==> config.mk <==
export PLATFORM = sky130hd
export DESIGN_NAME = if_fetch_unit
export DESIGN_NICKNAME = d
export VERILOG_FILES = /design/src/rtl/if_fetch_unit.sv
export SDC_FILE = /design/constraint.sdc
export NUM_CORES = 1
export LEC_CHECK = 0
export ABC_AREA = 1
export CAP_MARGIN = 25
export CORE_ASPECT_RATIO = 0.8
export CORE_MARGIN = 2
export CORE_UTILIZATION = 45
export CTS_CLUSTER_SIZE = 25
export DETAILED_ROUTE_END_ITERATION = 8
export PLACE_DENSITY = 0.87
export SETUP_SLACK_MARGIN = 0.1
export SYNTH_ARGS = -nofsm -noshare
export SYNTH_HDL_FRONTEND = slang
export SYNTH_SLANG_ARGS = --single-unit
==> constraint.sdc <==
create_clock -name clk -period 4.2 [get_ports clk]
set_input_delay 0.42 -clock clk [delete_from_list [all_inputs] [get_ports clk]]
set_output_delay 0.42 -clock clk [all_outputs]
set_load 0.05 [all_outputs]
==> src/rtl/if_fetch_unit.sv <==
// Instruction-fetch stage: PC, memory req/ack handshake, 2-entry prefetch FIFO.
// Define IF_BRANCH_EN to enable branch redirect and in-flight drop handling.
module if_fetch_unit #(
  parameter int              ADDR_W   = 32,
  parameter int              DATA_W   = 32,
  parameter logic [ADDR_W-1:0] RESET_PC = '0
) (
  input  logic              clk,
  input  logic              rst,
  input  logic [5:0]        stall,
  input  logic              branch_flag_i,
  input  logic [ADDR_W-1:0] branch_target_i,
  output logic              rom_req_o,
  output logic [ADDR_W-1:0] rom_addr_o,
  input  logic              rom_ack_i,
  input  logic [DATA_W-1:0] rom_data_i,
  output logic [ADDR_W-1:0] if_pc,
  output logic [DATA_W-1:0] if_inst,
  output logic              if_valid
);

  typedef enum logic {
    IDLE,
    REQ
  } state_t;

  state_t            state;
  logic [ADDR_W-1:0] fetch_pc;
  logic [ADDR_W-1:0] pc_next;
  logic [ADDR_W-1:0] fifo_pc [2];
  logic [DATA_W-1:0] fifo_inst [2];
  logic              rd_ptr;
  logic              wr_ptr;
  logic [1:0]        count;
  logic [1:0]        count_next;
  logic              ack;
  logic              push;
  logic              pop;
  logic              slot_free;
  logic              branch;
  logic              drop;
  logic              unused_stall;

  assign unused_stall = ^stall[5:1];

`ifdef IF_BRANCH_EN
  logic drop_q;

  assign branch = branch_flag_i;
  assign drop   = drop_q;

  // Outstanding request must finish on the bus; its data is discarded.
  always_ff @(posedge clk) begin
    if (rst) begin
      drop_q <= 1'b0;
    end else if (ack) begin
      drop_q <= 1'b0;
    end else if (branch && state == REQ) begin
      drop_q <= 1'b1;
    end
  end
`else
  logic unused_branch;

  assign branch        = 1'b0;
  assign drop          = 1'b0;
  assign unused_branch = ^{branch_flag_i, branch_target_i};
`endif

  assign ack  = rom_req_o & rom_ack_i;
  assign push = ack & ~drop & ~branch;
  assign pop  = ~stall[0] & (count != 2'd0) & ~branch;

  always_comb begin
    count_next = count + {1'b0, push} - {1'b0, pop};
    if (branch) begin
      count_next = 2'd0;
    end
  end

  assign slot_free = (count_next != 2'd2);

  always_comb begin
    pc_next = fetch_pc;
    if (push) begin
      pc_next = fetch_pc + ADDR_W'(4);
    end
`ifdef IF_BRANCH_EN
    if (branch) begin
      pc_next = branch_target_i;
    end
`endif
  end

  always_ff @(posedge clk) begin
    if (push) begin
      fifo_pc[wr_ptr]   <= rom_addr_o;
      fifo_inst[wr_ptr] <= rom_data_i;
    end
  end

  always_ff @(posedge clk) begin
    if (rst) begin
      state      <= IDLE;
      rom_req_o  <= 1'b0;
      rom_addr_o <= '0;
      fetch_pc   <= RESET_PC;
      count      <= 2'd0;
      rd_ptr     <= 1'b0;
      wr_ptr     <= 1'b0;
    end else begin
      fetch_pc <= pc_next;
      count    <= count_next;
      if (branch) begin
        rd_ptr <= 1'b0;
        wr_ptr <= 1'b0;
      end else begin
        if (push) wr_ptr <= ~wr_ptr;
        if (pop)  rd_ptr <= ~rd_ptr;
      end
      unique case (state)
        IDLE: begin
          if (slot_free) begin
            state      <= REQ;
            rom_req_o  <= 1'b1;
            rom_addr_o <= pc_next;
          end
        end
        REQ: begin
          // Address only moves once the current transfer completes.
          if (ack) begin
            if (slot_free) begin
              rom_addr_o <= pc_next;
            end else begin
              state     <= IDLE;
              rom_req_o <= 1'b0;
            end
          end
        end
      endcase
    end
  end

  assign if_valid = (count != 2'd0);
  assign if_pc    = if_valid ? fifo_pc[rd_ptr]   : '0;
  assign if_inst  = if_valid ? fifo_inst[rd_ptr] : '0;

endmodule
==> flow_metrics.env, run 1 <==
export IMPL_rr_endpoint="rom_addr_o[11]"
export IMPL_routedWlPerCell_um=15.0
export IMPL_clock_latency_ns=0.42
export IMPL_dieArea_sq_mm=0.0181
export IMPL_cp_required_ns=3.78
export IMPL_hp_start="rd_ptr"
export IMPL_hold_viol=0
export IMPL_min_period_over_period_pct=76.9
export IMPL_synth_mux_area_share_pct=0.130
export IMPL_worst_pin_slew_ns=0.870
export IMPL_synth_seq_cells=191
export IMPL_cts_tree="yes"
export IMPL_fillers=1304
export IMPL_chipHeight_um=121
export IMPL_slew_viol_final=0
export IMPL_r2r_slack_ns=1.39
export IMPL_path_max_fanout=42
export IMPL_gp_congestion=0.946
export IMPL_coreArea_sq_mm=0.0166
export IMPL_whs_path_depth=1
export IMPL_grt_usage_pct=18.8
export IMPL_drive_gt1_share_pct=6.88
export IMPL_synth_ff_type="edfxtp_1"
export IMPL_synth_avg_cell_area_sq_um=10.0
export IMPL_cts_resized=0
export IMPL_antenna_left=0
export IMPL_die_w_um=150
export IMPL_synth_top_family_by_area="simple AND/OR/NAND/NOR gates"
export IMPL_ir_drop_mv=0.308
export IMPL_root_buffer="clkbuf_16"
export IMPL_power_density_mw_per_mm2=783
export IMPL_rows=42
export IMPL_r2r_cells=12
export IMPL_synth_area_sq_mm=0.00768
export IMPL_clk_path_buf_depth=2
export IMPL_ys_async_sr_fraction_pct=0
export IMPL_critPathCaptureType="output pin"
export IMPL_post_cts_setup_buffers=0
export IMPL_total_power_uw=7660
export IMPL_setup_violations=0
export IMPL_drcViolationCount=0
export IMPL_critPathKind="flop to output pin"
export IMPL_grt_max_degree=64
export IMPL_cts_htree_levels=4
export IMPL_grt_pass1_wl_um=26200
export IMPL_cellLeakagePower_uw=0.00353
export IMPL_synth_edf_count=124
export IMPL_finClkSkew_ns=0.00716
export IMPL_crit_arrival_ns=2.81
export IMPL_synthAdderAreaFrac_pct=0.489
export IMPL_first_global_vias=5331
export IMPL_rsz0062_at_grt="no"
export IMPL_cts_sink_count=191
export IMPL_antenna_found_initial=0
export IMPL_syn2layout_area_growth_pct=27.4
export IMPL_r2r_start="rom_req_o"
export IMPL_diodes=0
export IMPL_dr_pass1_iters=5
export IMPL_overflow=0
export IMPL_worst_slew_margin_rel_pct=42.0
export IMPL_fin_crit_ns=3.23
export IMPL_numPortBuffers=129
export IMPL_vias_per_cell=5.05
export IMPL_startpoint_type="flop"
export IMPL_holdBufCountCts=0
export IMPL_yosysUniqueCellTypes=30
export IMPL_cap_violations=0
export IMPL_synth_compound_area_share_pct=7.82
export IMPL_drt_wl_total_um=16800
export IMPL_drtIter0Drc=414
export IMPL_path_clk_slew_ns=0.06
export IMPL_yosys_area_share_xor_xnor_pct=2.05
export IMPL_ios=172
export IMPL_fmax_mhz=310
export IMPL_dp_hpwl_um=10700
export IMPL_status="finished clean"
export IMPL_numCtsBuffers=17
export IMPL_ys_warn_count=0
export IMPL_start_util_pct=46.3
export IMPL_finalNetCount=965
export IMPL_vias=5659
export IMPL_hp_class="flop to flop"
export IMPL_fin_setup_tns_ns=0
export IMPL_synth_simple_gate_area_share_pct=18.8
export IMPL_synthCells=767
export IMPL_synth_seq_area_share_pct=65.9
[where the power goes]
part	switching [uW]	internal, uW	total (uW)
combinational	2460	999	3460
clock	652	954	1610
sequential	200	2400	2600
total	3310	4350	7660
[cell type report]
class	instances	area, sq um	area share (%)
clock buffer	22	454	4.64
tap	220	275	2.81
sequential	191	5070	51.8
multi-input combinational	489	2290	23.4
clock inverter	10	138	1.41
inverter	53	199	2.03
timing repair buffer	136	1370	14.0
[worst max-delay path: stages, from the launching register on]
cell and delay, ns:
dfxtp_2 0.33, inv_2 0.54, buf_4 0.39, nand2_1 0.09, a21oi_1 0.16, clkdlybuf4s50_1 0.85
[worst max path at each step]
stage | startpoint | end | slack [ns] | cells past startpoint
detailed placement | rom_ack_i | rom_addr_o[5] | 0.92 | 13
floorplan | rom_req_o | fifo_inst[1][0] | 0.97 | 3
CTS | flop | if_pc[18] | 0.93 | 5
finish | flop | if_pc[18] | 0.97 | 5
global placement | rom_ack_i | rom_addr_o[5] | 1.07 | 13
global route | flop | if_inst[4] | 0.82 | 5
[registers in the layout (all words and copies together), names as in the netlist, named ones only]
signal      cells
rd_ptr          1
wr_ptr          1
count           2
fetch_pc       30
rom_addr_o     30
state           1
rom_req_o       1
fifo_pc        60
fifo_inst      64
[cell usage in the layout (no fill, tap or decap), types with 5 or more instances in the layout]
cell	instances
nand2_1	209
clkdlybuf4s50_1	129
edfxtp_1	124
a21oi_1	92
nor2_1	77
dfxtp_1	66
inv_1	48
nand3_1	21
o21ai_0	20
clkbuf_16	17
xor2_1	11
nor3_1	8
xnor2_1	7
nor2_4	5
inv_2	5
nor2_2	5
nand4_1	5
buf_4	5
[synth_stat cells (4+ instances only)]
master | number | area, sq um
o21ai_0 | 20 | 100
inv_1 | 48 | 180
xor2_1 | 11 | 96.3
nand4_1 | 5 | 31.3
buf_2 | 6 | 30.0
nor2_1 | 80 | 300
o21ai_1 | 4 | 20.0
edfxtp_1 | 124 | 3720
nand2_1 | 209 | 785
dfxtp_1 | 67 | 1340
nand3b_1 | 4 | 30.0
clkbuf_1 | 26 | 97.6
buf_4 | 5 | 37.5
nand3_1 | 21 | 105
nor3_1 | 8 | 40.0
nor2_2 | 5 | 31.3
inv_2 | 5 | 18.8
xnor2_1 | 7 | 61.3
a21oi_1 | 92 | 460
nand2_2 | 4 | 25.0
[cells by family (layout without fill, tap and decap cells)]
| family | count (synthesis) | in the layout |
|---|---|---|
| mux | 1 | 1 |
| simple gates | 345 | 345 |
| flops | 191 | 191 |
| compound gates | 118 | 118 |
| other cells | 1 | 4 |
| fa+ha+maj | 3 | 3 |
| xor+xnor | 18 | 18 |
| buf+inv | 90 | 221 |
[metal layers]
layer	share of wire, %	wire (um)	global-route usage [%]
met3	7.3	1230	5.60
met4	1.8	306	6.60
met1	42	7070	22.9
met5	0	0	0
met2	49	8170	31.8
[metrics by stage]
stage | instance area [sq um] | hold slack [ns] | setup slack [ns] | cells | util [%]
finish | 9790 | 0.454 | 0.971 | 1121 | 58.9
global route | 9790 | 0.504 | 0.815 | 1121 | 58.9
CTS | 9790 | 0.449 | 0.931 | 1121 | 58.9
detailed placement | 9200 | 0.439 | 0.923 | 1089 | 55.4
global placement | 9200 | 0.423 | 1.07 | 1089 | 55.4
floorplan | 7700 | 0.426 | 0.967 | 770 | -
Note: power is estimated with default switching activity, not from simulation.
==> inputs of run 2 (changes only) <==
Clock period 4.2 ns to 2.8 ns, I/O delays scaled along.
==> run 2 against run 1 <==
Combinational power grew 72%. Register-to-register slack got worse by 0.98 ns. Global-route usage grew 0.82 points. Setup slack lost 0.69 ns. Clock power grew 44%. Via count rose by 0.83%. Sequential power rose by 51%. Largest power group unchanged.
==> flow_metrics.env, run 2 (synthesis results as in run 1) <==
export IMPL_final_cell_mix="nand2_1, edfxtp_1, a21oi_1, nor2_1, clkdlybuf4s50_1"
export IMPL_dieArea_sq_mm=0.0181
export IMPL_vias_per_cell=5.08
export IMPL_rows=42
export IMPL_drcViolationCount=0
export IMPL_drive_gt1_share_pct=14.5
export IMPL_ios=172
export IMPL_grt_usage_pct=19.6
export IMPL_largestRegisters="fifo_inst: 64 flops, fifo_pc: 60 flops"
export IMPL_path_clk_slew_ns=0.07
export IMPL_fillers=1270
export IMPL_syn2layout_area_growth_pct=33.4
export IMPL_finalNetCount=968
export IMPL_path_max_fanout=63
export IMPL_critPathKind="flop to output pin"
export IMPL_fin_crit_ns=2.52
export IMPL_routedWlPerCell_um=15.3
export IMPL_finClkSkew_ns=0.00784
export IMPL_grt_pass1_wl_um=27300
export IMPL_top_register="fifo_inst"
export IMPL_setup_violations=0
export IMPL_worst_pin_slew_ns=0.633
export IMPL_cts_htree_levels=4
export IMPL_startpoint_type="flop"
export IMPL_worst_slew_margin_rel_pct=57.8
export IMPL_ir_drop_mv=0.516
export IMPL_start_util_pct=46.3
export IMPL_hp_class="input port to flop"
export IMPL_critPathCaptureType="output pin"
export IMPL_grt_max_degree=64
export IMPL_numPortBuffers=129
export IMPL_fmax_mhz=398
export IMPL_diodes=0
export IMPL_post_cts_setup_buffers=0
export IMPL_slew_viol_final=0
export IMPL_seqCellArea_sq_mm=0.00507
export IMPL_status="finished clean"
export IMPL_cts_sink_count=191
export IMPL_die_w_um=150
export IMPL_dr_pass1_iters=5
export IMPL_overflow=0
export IMPL_antenna_found_initial=0
export IMPL_cap_violations=0
export IMPL_dp_hpwl_um=11200
export IMPL_coreArea_sq_mm=0.0166
export IMPL_largest_reg_flops=64
export IMPL_multiInputGateArea_sq_mm=0.00229
export IMPL_fin_setup_tns_ns=0
export IMPL_r2r_slack_ns=0.41
export IMPL_min_period_over_period_pct=89.8
export IMPL_power_density_mw_per_mm2=1190
export IMPL_antenna_left=0
export IMPL_crit_arrival_ns=2.24
export IMPL_rsz0062_at_grt="no"
export IMPL_numCtsBuffers=17
export IMPL_first_global_vias=5560
export IMPL_hold_viol=0
export IMPL_vias=5706
export IMPL_gp_congestion=0.920
export IMPL_final_util_pct=61.7
export IMPL_cp_required_ns=2.52
export IMPL_drt_wl_total_um=17200
export IMPL_root_buffer="clkbuf_16"
export IMPL_clock_latency_ns=0.43
export IMPL_cts_tree="yes"
export IMPL_chipHeight_um=121
export IMPL_drtIter0Drc=409
export IMPL_clk_path_buf_depth=2
export IMPL_final_common_cell="nand2_1"
export IMPL_cellLeakagePower_uw=0.00382
run 2: cell count changes in the layout (fill, tap and decap cells not counted), sizes merged:
cell           change
buf               +65
bufinv             -3
clkbuf             +3
clkdlybuf4s50     -62
clkinv             -2
clkinvlp           -1
inv                +3
run 2: area by class of cell:
type / count / area share (%)
sequential: 191 / 49.5
timing repair buffer: 139 / 18.0
clock inverter: 7 / 0.440
inverter: 53 / 1.94
multi-input combinational: 489 / 22.3
tap: 220 / 2.69
clock buffer: 25 / 5.17
run 2: where the power goes:
part	total [uW]	switching, uW	internal [uW]
sequential	3920	322	3590
clock	2320	992	1320
combinational	5960	3860	2100
run 2: final timing paths:
| kind | start | to | depth (start not counted) |
|---|---|---|---|
| worst max-delay path | count[1] | if_valid | 4 |
| worst min-delay path | rom_data_i[23] | fifo_inst[1][23] | 1 |
| worst max register to register | count[1] | rom_addr_o[13] | 13 |
| worst min register to register | rom_addr_o[3] | fifo_pc[1][3] | 0 |
run 2: per-layer routing:
layer,routed length [um],global-route usage [%],up-vias
li1,-,-,2789
met1,7070,23.3,2717
met2,8420,33.7,170
met3,1330,5.75,30
met4,328,7.61,0
met5,0,0,-
run 2: stage by stage:
step	instances	hold slack, ns	power, uW	cell area (sq um)	setup WS (ns)
floorplan	770	0.379	7410	7710	0.202
global placement	1092	0.436	9820	9660	0.268
detailed placement	1092	0.469	9930	9660	0.133
CTS	1124	0.416	12300	10200	0.157
global route	1124	0.417	12700	10200	0.175
finish	1124	0.433	12200	10200	0.285
run 2: timing repair:
action	4_1_cts	5_1_grt
endpoints found under the setup margin	0	2
hold buffers	0	0
gates resized for setup	0	2
run 2: critical path, stage by stage, from the launching register on:
cell and delay, ns:
dfxtp_1 0.36, nor2_4 0.18, buf_6 0.42, inv_1 0.08, clkdlybuf4s50_1 0.71
==> inputs of run 3 (changes only) <==
Settings changed: CORE_MARGIN 2 to default.
==> run 3 against run 2 <==
Sequential power barely moved. Design area grew 0.63%. Sequential cell count unchanged. Clock power increased by 2%. Combinational power rose by 1%. Final cell count about the same. Sequential share of layout area fell by 0.31 points. Wire length grew 1.6%. Non-clock buffer count is 1 higher. Clock-buffer cell count shrank 7. Power is 0.98% higher. First-iteration DRC count up 11%.
==> flow_metrics.env, run 3 (synthesis results as in run 1) <==
export IMPL_vias=5726
export IMPL_p_clk_share_pct=19.2
export IMPL_rows=42
export IMPL_syn2layout_area_growth_pct=34.2
export IMPL_ir_drop_mv=0.500
export IMPL_largest_reg_flops=64
export IMPL_crit_slowest_cell="clkdlybuf4s50_1"
export IMPL_combPwrFrac_pct=49.0
export IMPL_dp_hpwl_um=11600
export IMPL_clk_path_buf_depth=2
export IMPL_status="finished clean"
export IMPL_final_area_sq_mm=0.0103
export IMPL_worstPathCellList="nor2_4 -> buf_6 -> inv_1 -> clkdlybuf4s50_1"
export IMPL_power_density_mw_per_mm2=1190
export IMPL_die_w_um=148
export IMPL_critPathKind="flop to output pin"
export IMPL_min_period_over_period_pct=88.7
export IMPL_drcViolationCount=0
export IMPL_numPortBuffers=129
export IMPL_antenna_found_initial=0
export IMPL_path_max_fanout=63
export IMPL_drtIter0Drc=456
export IMPL_ios=172
export IMPL_dieArea_sq_mm=0.0176
export IMPL_routedWlPerCell_um=15.5
export IMPL_largestRegisters="fifo_inst: 64 flops, fifo_pc: 60 flops"
export IMPL_setup_violations=0
export IMPL_crit_arrival_ns=2.20
export IMPL_slew_viol_final=0
export IMPL_cts_tree="yes"
export IMPL_worst_pin_slew_ns=0.645
export IMPL_drive_gt1_share_pct=14.4
export IMPL_finClkSkew_ns=0.00749
export IMPL_final_common_cell="nand2_1"
export IMPL_drt_wl_total_um=17400
export IMPL_first_global_vias=5514
export IMPL_start_util_pct=46.3
export IMPL_gp_congestion=0.900
export IMPL_antenna_left=0
export IMPL_overflow=0
export IMPL_slowest_delay_ns=0.72
export IMPL_numCtsBuffers=17
export IMPL_critPathCaptureType="output pin"
export IMPL_final_cell_mix="nand2_1, edfxtp_1, a21oi_1, nor2_1, clkdlybuf4s50_1"
export IMPL_cp_required_ns=2.52
export IMPL_swShare_pct=42.6
export IMPL_grt_usage_pct=21.1
export IMPL_cts_sink_count=191
export IMPL_vias_per_cell=5.09
export IMPL_fmax_mhz=402
export IMPL_sequentialPowerShare_pct=31.8
export IMPL_chipHeight_um=119
export IMPL_fin_setup_tns_ns=0
export IMPL_cellLeakagePower_uw=0.00382
export IMPL_fillers=1259
export IMPL_power_switching_uw=5240
export IMPL_cts_htree_levels=4
export IMPL_hp_class="input port to flop"
export IMPL_final_util_pct=62.1
export IMPL_p_int_uw=7060
export IMPL_fin_crit_ns=2.48
export IMPL_post_cts_setup_buffers=0
export IMPL_grt_pass1_wl_um=28400
export IMPL_post_dp_cell_area_sq_mm=0.00972
export IMPL_root_buffer="clkbuf_16"
export IMPL_startpoint_type="flop"
export IMPL_path_clk_slew_ns=0.07
export IMPL_worst_slew_margin_rel_pct=57.0
export IMPL_rsz0062_at_grt="no"
export IMPL_clock_latency_ns=0.42
export IMPL_dr_pass1_iters=5
export IMPL_top_register="fifo_inst"
export IMPL_hold_viol=0
export IMPL_finalNetCount=969
export IMPL_cap_violations=0
export IMPL_grt_max_degree=64
export IMPL_diodes=0
export IMPL_coreArea_sq_mm=0.0166
[run 3: what timing repair did]
item / in CTS / in global routing
hold buffers: 0 / 0
resized for setup: 0 / 1
setup endpoints to repair: 0 / 1
[run 3: layout make-up]
| class | instances | area (sq um) | area share, % |
|---|---|---|---|
| flip-flops and latches | 191 | 5070 | 49.1 |
| clock inverters | 14 | 155 | 1.51 |
| multi-input cells | 489 | 2290 | 22.2 |
| repair buffers | 140 | 1900 | 18.4 |
| clock buffers | 18 | 429 | 4.16 |
| inverters | 53 | 199 | 1.93 |
| well taps | 220 | 275 | 2.67 |
[run 3: power by group through the flow]
stage	Combinational (uW)	Sequential (uW)	Clock [uW]
2_1_floorplan	2810	4600	0
3_3_place_gp	5950	3940	0
3_5_place_dp	6020	3970	0
4_1_cts	6060	3920	2400
5_1_grt	6330	3970	2520
6_report	6030	3920	2360
[run 3: through the flow]
stage / power, uW / hold WS (ns) / instances / setup slack, ns
4_1_cts: 12400 / 0.417 / 1125 / 0.120
2_1_floorplan: 7410 / 0.379 / 770 / 0.202
3_3_place_gp: 9890 / 0.426 / 1093 / 0.250
6_report: 12300 / 0.433 / 1125 / 0.315
5_1_grt: 12800 / 0.419 / 1125 / 0.174
3_5_place_dp: 10000 / 0.441 / 1093 / 0.106
[run 3: path summary, 6_finish.rpt]
kind | startpoint | cells past startpoint | to | slack, ns
min | rom_data_i[19] | 1 | fifo_inst[1][19] | 0.43
max | count[1] | 4 | if_valid | 0.32
min reg2reg | rd_ptr | 1 | flop | 0.45
max reg2reg | count[1] | 13 | rom_addr_o[25] | 0.43
[run 3: worst max-delay path: cells and delay by family (launching register included)]
kind | cells | cell delay (ns)
AND/OR/NAND/NOR | 1 | 0.13
flip-flops | 1 | 0.36
buffers and inverters | 3 | 1.23
[run 3: routing by layer]
layer	vias up	routed length [um]	GRT usage [%]	part of all wire, %
met5	-	0	0	0
met4	0	373	7.73	2.1
met3	26	1210	5.10	6.9
met2	191	8760	35.7	50
met1	2710	7090	26.2	41
li1	2799	-	-	-
